### src/rtl/counter_seq_ctrl_if.sv
// Command/status bundle between a requester and the counter sequencing controller.
// The requester drives the command side; the controller drives ready, busy and the done report.
interface counter_seq_ctrl_if;
  logic       cmd_valid;
  logic       cmd_ready;
  logic [7:0] cmd_target;
  logic [1:0] cmd_mode;
  logic       abort;
  logic       busy;
  logic       done;
  logic [7:0] done_steps;
  logic       done_wrap;
  logic       done_abort;

  modport master (
    output cmd_valid, cmd_target, cmd_mode, abort,
    input  cmd_ready, busy, done, done_steps, done_wrap, done_abort
  );

  modport slave (
    input  cmd_valid, cmd_target, cmd_mode, abort,
    output cmd_ready, busy, done, done_steps, done_wrap, done_abort
  );
endinterface

### src/rtl/counter_seq_ctrl.sv
// Drives an 8-bit up/down counter from its current value to a commanded target,
// one step per prescaler tick, and reports steps/wrap/abort with a done pulse.
//
// state | meaning
// IDLE  | ready for a command
// RUN   | stepping the counter toward the latched target
// DONE  | one-cycle completion report, then back to IDLE
module counter_seq_ctrl #(
  parameter int STEP_DIV = 1
) (
  input  logic               Clk,
  input  logic               Reset,
  counter_seq_ctrl_if.slave  bus,
  input  logic [7:0]         cnt_Q,
  input  logic               cnt_Cout,
  output logic               cnt_E,
  output logic               cnt_M
);

  typedef enum logic [1:0] {IDLE, RUN, DONE} state_t;

  localparam logic [15:0] DIV_LAST = 16'(STEP_DIV - 1);

  state_t      state_q, state_d;
  logic [7:0]  tgt_q, tgt_d;
  logic        up_q, up_d;
  logic [15:0] presc_q, presc_d;
  logic [7:0]  steps_q, steps_d;
  logic        wrap_q, wrap_d;
  logic        done_q, done_d;
  logic [7:0]  done_steps_q, done_steps_d;
  logic        done_wrap_q, done_wrap_d;
  logic        done_abort_q, done_abort_d;

  logic [7:0]  up_dist, dn_dist, q_step, steps_inc;
  logic        dir_up, tick, wrap_hit;

  always_comb begin
    up_dist   = bus.cmd_target - cnt_Q;
    dn_dist   = cnt_Q - bus.cmd_target;
    case (bus.cmd_mode)
      2'b01:   dir_up = 1'b1;
      2'b10:   dir_up = 1'b0;
      default: dir_up = (up_dist <= dn_dist);
    endcase
    tick      = (presc_q == DIV_LAST);
    cnt_E     = (state_q == RUN) && tick && (cnt_Q != tgt_q) && !bus.abort;
    q_step    = up_q ? cnt_Q + 8'd1 : cnt_Q - 8'd1;
    steps_inc = (steps_q == 8'hFF) ? steps_q : steps_q + 8'd1;
    wrap_hit  = (up_q && cnt_Cout) || (!up_q && (cnt_Q == 8'h00));

    state_d      = state_q;
    tgt_d        = tgt_q;
    up_d         = up_q;
    presc_d      = presc_q;
    steps_d      = steps_q;
    wrap_d       = wrap_q;
    done_d       = 1'b0;
    done_steps_d = done_steps_q;
    done_wrap_d  = done_wrap_q;
    done_abort_d = done_abort_q;

    case (state_q)
      IDLE: begin
        if (bus.cmd_valid) begin
          tgt_d   = bus.cmd_target;
          up_d    = dir_up;
          presc_d = '0;
          steps_d = '0;
          wrap_d  = 1'b0;
          if (bus.cmd_target == cnt_Q) begin
            state_d      = DONE;
            done_d       = 1'b1;
            done_steps_d = '0;
            done_wrap_d  = 1'b0;
            done_abort_d = 1'b0;
          end else begin
            state_d = RUN;
          end
        end
      end
      RUN: begin
        presc_d = tick ? '0 : presc_q + 16'd1;
        if (cnt_E) begin
          steps_d = steps_inc;
          wrap_d  = wrap_q | wrap_hit;
        end
        // Leave on the step that lands on the target so done follows it by one cycle.
        if ((cnt_Q == tgt_q) || (cnt_E && (q_step == tgt_q))) begin
          state_d      = DONE;
          done_d       = 1'b1;
          done_steps_d = steps_d;
          done_wrap_d  = wrap_d;
          done_abort_d = 1'b0;
        end else if (bus.abort) begin
          state_d      = DONE;
          done_d       = 1'b1;
          done_steps_d = steps_q;
          done_wrap_d  = wrap_q;
          done_abort_d = 1'b1;
        end
      end
      DONE:    state_d = IDLE;
      default: state_d = IDLE;
    endcase
  end

  always_ff @(posedge Clk or negedge Reset) begin
    if (!Reset) begin
      state_q      <= IDLE;
      tgt_q        <= '0;
      up_q         <= 1'b1;
      presc_q      <= '0;
      steps_q      <= '0;
      wrap_q       <= 1'b0;
      done_q       <= 1'b0;
      done_steps_q <= '0;
      done_wrap_q  <= 1'b0;
      done_abort_q <= 1'b0;
    end else begin
      state_q      <= state_d;
      tgt_q        <= tgt_d;
      up_q         <= up_d;
      presc_q      <= presc_d;
      steps_q      <= steps_d;
      wrap_q       <= wrap_d;
      done_q       <= done_d;
      done_steps_q <= done_steps_d;
      done_wrap_q  <= done_wrap_d;
      done_abort_q <= done_abort_d;
    end
  end

  assign cnt_M          = up_q;
  assign bus.cmd_ready  = (state_q == IDLE);
  assign bus.busy       = (state_q != IDLE);
  assign bus.done       = done_q;
  assign bus.done_steps = done_steps_q;
  assign bus.done_wrap  = done_wrap_q;
  assign bus.done_abort = done_abort_q;

endmodule

### src/flat_wrapper.sv
// flat-port wrapper written by rule: the top's interface ports become plain ports
module counter_seq_ctrl_flat 
#(
  parameter int STEP_DIV = 1
)
  (Clk, Reset, cnt_Q, cnt_Cout, cnt_E, cnt_M, bus_cmd_valid, bus_cmd_target, bus_cmd_mode, bus_abort, bus_cmd_ready, bus_busy, bus_done, bus_done_steps, bus_done_wrap, bus_done_abort);
  counter_seq_ctrl_if bus_i ();
  input  logic Clk;
  input  logic Reset;
  input  logic [7:0] cnt_Q;
  input  logic cnt_Cout;
  output logic cnt_E;
  output logic cnt_M;
  input wire logic [$bits(bus_i.cmd_valid)-1:0] bus_cmd_valid;
  input wire logic [$bits(bus_i.cmd_target)-1:0] bus_cmd_target;
  input wire logic [$bits(bus_i.cmd_mode)-1:0] bus_cmd_mode;
  input wire logic [$bits(bus_i.abort)-1:0] bus_abort;
  output wire logic [$bits(bus_i.cmd_ready)-1:0] bus_cmd_ready;
  output wire logic [$bits(bus_i.busy)-1:0] bus_busy;
  output wire logic [$bits(bus_i.done)-1:0] bus_done;
  output wire logic [$bits(bus_i.done_steps)-1:0] bus_done_steps;
  output wire logic [$bits(bus_i.done_wrap)-1:0] bus_done_wrap;
  output wire logic [$bits(bus_i.done_abort)-1:0] bus_done_abort;
  assign bus_i.cmd_valid = bus_cmd_valid;
  assign bus_i.cmd_target = bus_cmd_target;
  assign bus_i.cmd_mode = bus_cmd_mode;
  assign bus_i.abort = bus_abort;
  assign bus_cmd_ready = bus_i.cmd_ready;
  assign bus_busy = bus_i.busy;
  assign bus_done = bus_i.done;
  assign bus_done_steps = bus_i.done_steps;
  assign bus_done_wrap = bus_i.done_wrap;
  assign bus_done_abort = bus_i.done_abort;
  counter_seq_ctrl #(.STEP_DIV(STEP_DIV)) u_core (.Clk(Clk), .Reset(Reset), .bus(bus_i), .cnt_Q(cnt_Q), .cnt_Cout(cnt_Cout), .cnt_E(cnt_E), .cnt_M(cnt_M));
endmodule
### config.mk
export PLATFORM = sky130hd
export DESIGN_NAME = counter_seq_ctrl_flat
export DESIGN_NICKNAME = d
export VERILOG_FILES = /design/src/rtl/counter_seq_ctrl_if.sv /design/src/rtl/counter_seq_ctrl.sv /design/src/flat_wrapper.sv
export SDC_FILE = /design/constraint.sdc
export NUM_CORES = 1
export LEC_CHECK = 0
export ABC_AREA = 0
export BUFFER_PORTS_ARGS = -buffer_cell sky130_fd_sc_hd__buf_2
export CAP_MARGIN = 20
export CORE_MARGIN = 2
export CORE_UTILIZATION = 31
export CTS_BUF_LIST = sky130_fd_sc_hd__clkbuf_4
export CTS_CLUSTER_DIAMETER = 150
export CTS_CLUSTER_SIZE = 40
export DETAILED_ROUTE_END_ITERATION = 10
export HOLD_SLACK_MARGIN = 0.08
export PLACE_DENSITY = 0.57
export REMOVE_ABC_BUFFERS = 1
export SLEW_MARGIN = 5
export SYNTH_ARGS = -nofsm -noshare
export SYNTH_HDL_FRONTEND = slang
export SYNTH_SLANG_ARGS = --single-unit
### constraint.sdc
create_clock -name Clk -period 6.79 [get_ports Clk]
set_input_delay 0 -clock Clk [delete_from_list [all_inputs] [get_ports Clk]]
set_output_delay 0 -clock Clk [all_outputs]
set_load 0.02 [all_outputs]
Word-level counts from Yosys, hierarchy flattened
Cells that the tools add are included.
Widths: inputs -> output; s select.
Cells by class
  $add $sub $neg: 6
  order comparisons: 1
  equal/unequal tests: 11
  multiplexer cells: 35
  bitwise operators: 1
  reduce and logical (&&, ||, !) cells: 19
Operators with widths (number)
  $mux 8: 8
  $mux 16: 2
  $pmux 16 s2: 1
  $pmux 8 s2: 2
  $eq 8x8->1: 3
  $add 16x1->16 const B: 1
  $add 8x1->8 const B: 2
  $logic_not 16->1: 1
  $sub 8x8->8: 2
  $mux 1: 12
  $pmux 1 s2: 5
  $eq 8x8->1 const B: 1
  $le 8x8->1: 1
  $logic_not 8->1: 1
  $mux 2: 4
  $ne 8x8->1: 1
  $sub 8x1->8 const B: 1
  $logic_and 1x1->1: 6
  $reduce_and 2->1: 3
  $eq 2x1->1 const B: 2
  $pmux 2 s2: 1
  $reduce_and 4->1: 1
  $reduce_bool 2->1: 2
  $ne 3x3->1 const B: 1
  other kinds (7): 9
Word-level totals
  register bits after elaboration: 47
  bits of input ports: 23
  output and inout bits: 15
  word-level logic and storage cells: 83

Longest topological paths before layout
  depth after elaboration: 8
  mapped depth: 15
  mapped depth without buffers: 15

Least setup slack after synthesis
Ideal clock, no wire load.
  path type: flip-flop to flip-flop
  start: register u_core.up_q (netlist: u_core.cnt_M)
  end: register u_core.done_steps_q[6] (netlist: u_core.bus.done_steps[6])
  library setup time: 0.126 ns
  arrival: 3.115 ns
  required time: 6.664 ns
  setup slack: 3.549 ns
  cell stages (with the launch flop): 12
  buffers on the path: 1
  clock period less this slack: 3.241 ns
  cell sequence: dfstp_2 > inv_1 > ha_1 > a21oi_4 > o22ai_1 > or3_1 > a211o_1 > a211oi_4 > o21ai_4 > and2_4 > buf_8 > a221o_1
Between the ends
  word-level cells in the longest chain between the ends: 6
  elaborated cells between the ends (all ways): 8
Ends and longest elaborated chain
  from (decl): line counter_seq_ctrl.sv:26  | logic up_q, up_d;
  from (signal assigned): line counter_seq_ctrl.sv:123  | up_q <= up_d;
  $mux 8 *: line counter_seq_ctrl.sv:48  | q_step = up_q ? cnt_Q + 8'd1 : cnt_Q - 8'd1;
  $eq 8x8->1 *: line counter_seq_ctrl.sv:89  | if ((cnt_Q == tgt_q) || (cnt_E && (q_step == tgt_q))) begin
  $logic_and 1x1->1 *: line counter_seq_ctrl.sv:89
  $logic_or 1x1->1 *: line counter_seq_ctrl.sv:89
  $ne 3x3->1 (no source line) or $mux 8 (tied branches)
  $reduce_and 4->1 (no source line) or $pmux 8 s2 (tied branches)
  to (signal assigned): line counter_seq_ctrl.sv:128  | done_steps_q <= done_steps_d;
  to (decl): line counter_seq_ctrl.sv:31  | logic [7:0] done_steps_q, done_steps_d;
Every way passes the cells marked *; elsewhere a longest branch is shown, timed or not.
A chain may end at the register's enable or synchronous reset.

Worst setup path in the final report
  start: register u_core.up_q (netlist: u_core.cnt_M)
  end: register u_core.done_abort_q (netlist: u_core.bus.done_abort)
Between the ends
  word-level cells in the longest chain between the ends: 6
  elaborated cells between the ends (all ways): 8
Ends and longest elaborated chain
  $mux 8 *: line counter_seq_ctrl.sv:48
  $eq 8x8->1 *: line counter_seq_ctrl.sv:89
  $logic_and 1x1->1 *: line counter_seq_ctrl.sv:89
  $logic_or 1x1->1 *: line counter_seq_ctrl.sv:89
  $ne 3x3->1 (no source line) or $mux 1 (tied branches)
  $reduce_and 4->1 (no source line) or $pmux 1 s2 (tied branches)
  to (signal assigned): line counter_seq_ctrl.sv:130  | done_abort_q <= done_abort_d;
  to (decl): line counter_seq_ctrl.sv:33  | logic done_abort_q, done_abort_d;
Marked as above.

==> run_results.csv <==
group,metric,value,unit
placed_design,place_congestion,0.835,
die,die_area,0.0124,sq mm
routing,vias_per_cell,5.02,
die,die_h,111,microns
setup_path,r2r_start,"u_core.cnt_M",
die,start_util,31.5,%
synthesis,synth_ff_type,"dfrtp_1",
synthesis,netlist_instances,403,
synthesis,ys_seq_area_share,33.0,%
die,die_w,111,microns
timing,rsz0062_at_grt,"no",
setup_path,critical_path.top_delay_family,"compound AO/OA/AOI/OAI gates",
synthesis,synth_edf_count,0,
timing,clock_skew,0.0241,ns
global_route,antenna_found_initial,0,
setup_path,cp.required,7.06,ns
placed_design,dp_hpwl,6430,microns
setup_path,cp_max_fo,8,
global_route,gr-total-overflow,0,
cells_and_area,syn2layout_area_growth,16.0,%
synthesis,ys_ff_latch,47,
routing,routed_wl,8470,microns
routing,ant_nets,0,
synthesis,async_flop_share,100,%
cts,h-tree-depth,2,
synthesis,synth_top_cell_area_share,32.3,%
run_status,outcome,"completed",
cells_and_area,final_common_cell,"dfrtp_1",
setup_path,worst_ep_arrival_time,3.79,ns
timing,hold_violations,0,
global_route,grt_pass1_vias,3013,
setup_path,startpoint,"u_core.cnt_M",
timing,fmax,283,MHz
global_route,grt_pass1_wl,14600,microns
job,cap_violations,0,
routing,wire_per_inst,14.3,microns
cts,cts-buffers-inserted,5,
routing,drtPass1Iterations,4,
setup_path,crit_buf_inv,2,
cells_and_area,drive_gt1_share,15.1,%
hold_path,hold_path_class,"in -> reg",
timing,report.final.slew_viol_count,0,
global_route,grtUsageTotal,14.1,%
cts,cts.sinks,47,
power_and_ir_drop,power.ir.vdd_worst,0.000158,V
routing,num_vias,2975,
timing,worst_slew_pin_slew,0.920,ns
setup_path,worstSetupPathType,"reg -> reg",
routing,drtIter0Drc,156,
timing,slew-limit-headroom,38.4,%
timing,period_needed,3.53,ns
synthesis,yosys_warnings,0,
timing,setup_viol,0,
synthesis,ys_types,61,
cells_and_area,n_antenna_cell,0,
setup_path,slowest_delay,0.61,ns
placed_design,io_buffers,37,
timing,tns,0,ns
cells_and_area,layout_common_cells,"dfrtp_1, o21ai_0, buf_2",
cts,root_buffer,"clkbuf_4",
hold_path,min_from,"bus_cmd_mode[0]",
synthesis,syn_avg_cell_area,8.85,sq um
setup_path,cp-end-kind,"flip-flop",
cts,insertion_delay,0.37,ns
cts,clk_transition_reported_paths,0.15,ns
setup_path,crit_slowest_cell,"dfstp_2",
synthesis,syn_area,0.00357,sq mm
global_route,grt_max_degree,48,
routing,drc_errors,0,
timing,finalCritPeriodShare,52.0,%
die,io_pins,38,
die,rows,39,
cells_and_area,fin_util,36.5,%
cts,clock_path_buffers,2,
cts,cts_tree,"done",
synthesis,netlist_top_cells_area,"dfrtp_1, ha_1, o21ai_0",
setup_path,path_cells,"inv_1, ha_1, a21oi_4, o22ai_1, or3_1, a211o_1, a211oi_4, nor2_1, o211ai_1, nand2_1, dlygate4sd3_1",
die,coreArea,0.0113,sq mm
synthesis,yosysTopAreaCell,"dfrtp_1",
cells_and_area,fin_nets,505,
cts,cts_resized,0,
setup_path,start_kind,"flip-flop",
power_and_ir_drop,leakage,1.94,nW
power_and_ir_drop,cellPowerDensity,285,mW/mm^2
==> registers in the layout, summed over array words and instances (netlist names) <==
| signal | flops |
|---|---|
| u_core.presc_q | 16 |
| u_core.bus.done_steps | 8 |
| u_core.steps_q | 8 |
| u_core.tgt_q | 8 |
| u_core.state_q | 2 |
| u_core.bus.done | 1 |
| u_core.bus.done_abort | 1 |
| u_core.bus.done_wrap | 1 |
| u_core.cnt_M | 1 |
| u_core.wrap_q | 1 |
==> metrics by stage <==
stage               total power, mW  hold slack (ns)  area, sq um  setup slack [ns]  cells
global placement              0.950            0.250         3880              3.53    571
floorplan                     0.806           -0.296         3510              3.61    390
detailed placement            0.959            0.269         3880              3.48    571
global route                   1.27            0.166         4140              3.06    593
finish                         1.18            0.126         4140              3.26    593
CTS                            1.19            0.112         4110              3.29    591
==> synthesized netlist by cell type, types with 10 or more instances <==
master,number
inv_1,28
a21o_1,10
o21ai_0,41
and3_1,11
clkbuf_1,11
dfrtp_1,46
xnor2_1,21
nand3_1,13
xor2_1,14
nor2_1,33
a21oi_1,19
ha_1,30
nand2_1,33
==> metal layers <==
layer	share of wire (%)	global-route usage, %
met1	51	19.3
met4	0.41	2.55
met2	47	24.2
met3	1.9	1.80
met5	0	0
==> kinds of logic (layout without fill, tap and decap cells) <==
kind of cell	Yosys count	in the layout	synth area share (%)
buf+inv	42	89	4.91
flops	47	47	33.0
mux	8	8	2.49
fa+ha+maj	33	33	12.2
xor+xnor	35	35	8.59
simple gates	131	131	18.5
compound gates	107	107	20.3
==> path summary, 6_finish.rpt <==
check	end	slack (ns)	depth (start not counted)
max	u_core.bus.done_abort	3.26	11
min	u_core.cnt_M	0.13	4
max reg2reg	u_core.bus.done_abort	3.26	11
min reg2reg	u_core.bus.done_steps[4]	0.50	1
max in group asynchronous	u_core.cnt_M	5.62	4
min in group asynchronous	u_core.bus.done_steps[5]	0.59	3
==> worst min-delay path: stages <==
cell,delay (ns)
buf_2,0.08
ha_1,0.14
nor3_1,0.06
a211oi_1,0.17
==> layout make-up <==
type | count | area (sq um)
clock buffer | 5 | 37.5
clock inverter | 3 | 67.6
fill | 1175 | 7180
inverter | 29 | 114
multi-input combinational | 314 | 2220
sequential | 47 | 1180
tap | 143 | 179
timing repair buffer | 52 | 343
==> report_power, final <==
part / leakage, nW / internal, mW / total [mW] / switching [mW]
sequential: 0.627 / 0.336 / 0.396 / 0.0597
clock: 0.0514 / 0.115 / 0.214 / 0.0990
combinational: 1.26 / 0.240 / 0.571 / 0.330
==> timing repair <==
action | CTS | global route
hold buffers | 12 | 1
buffers inserted | 0 | 0
endpoints found under the hold margin | 57 | 7
Note: power is estimated with default switching activity, not from simulation.
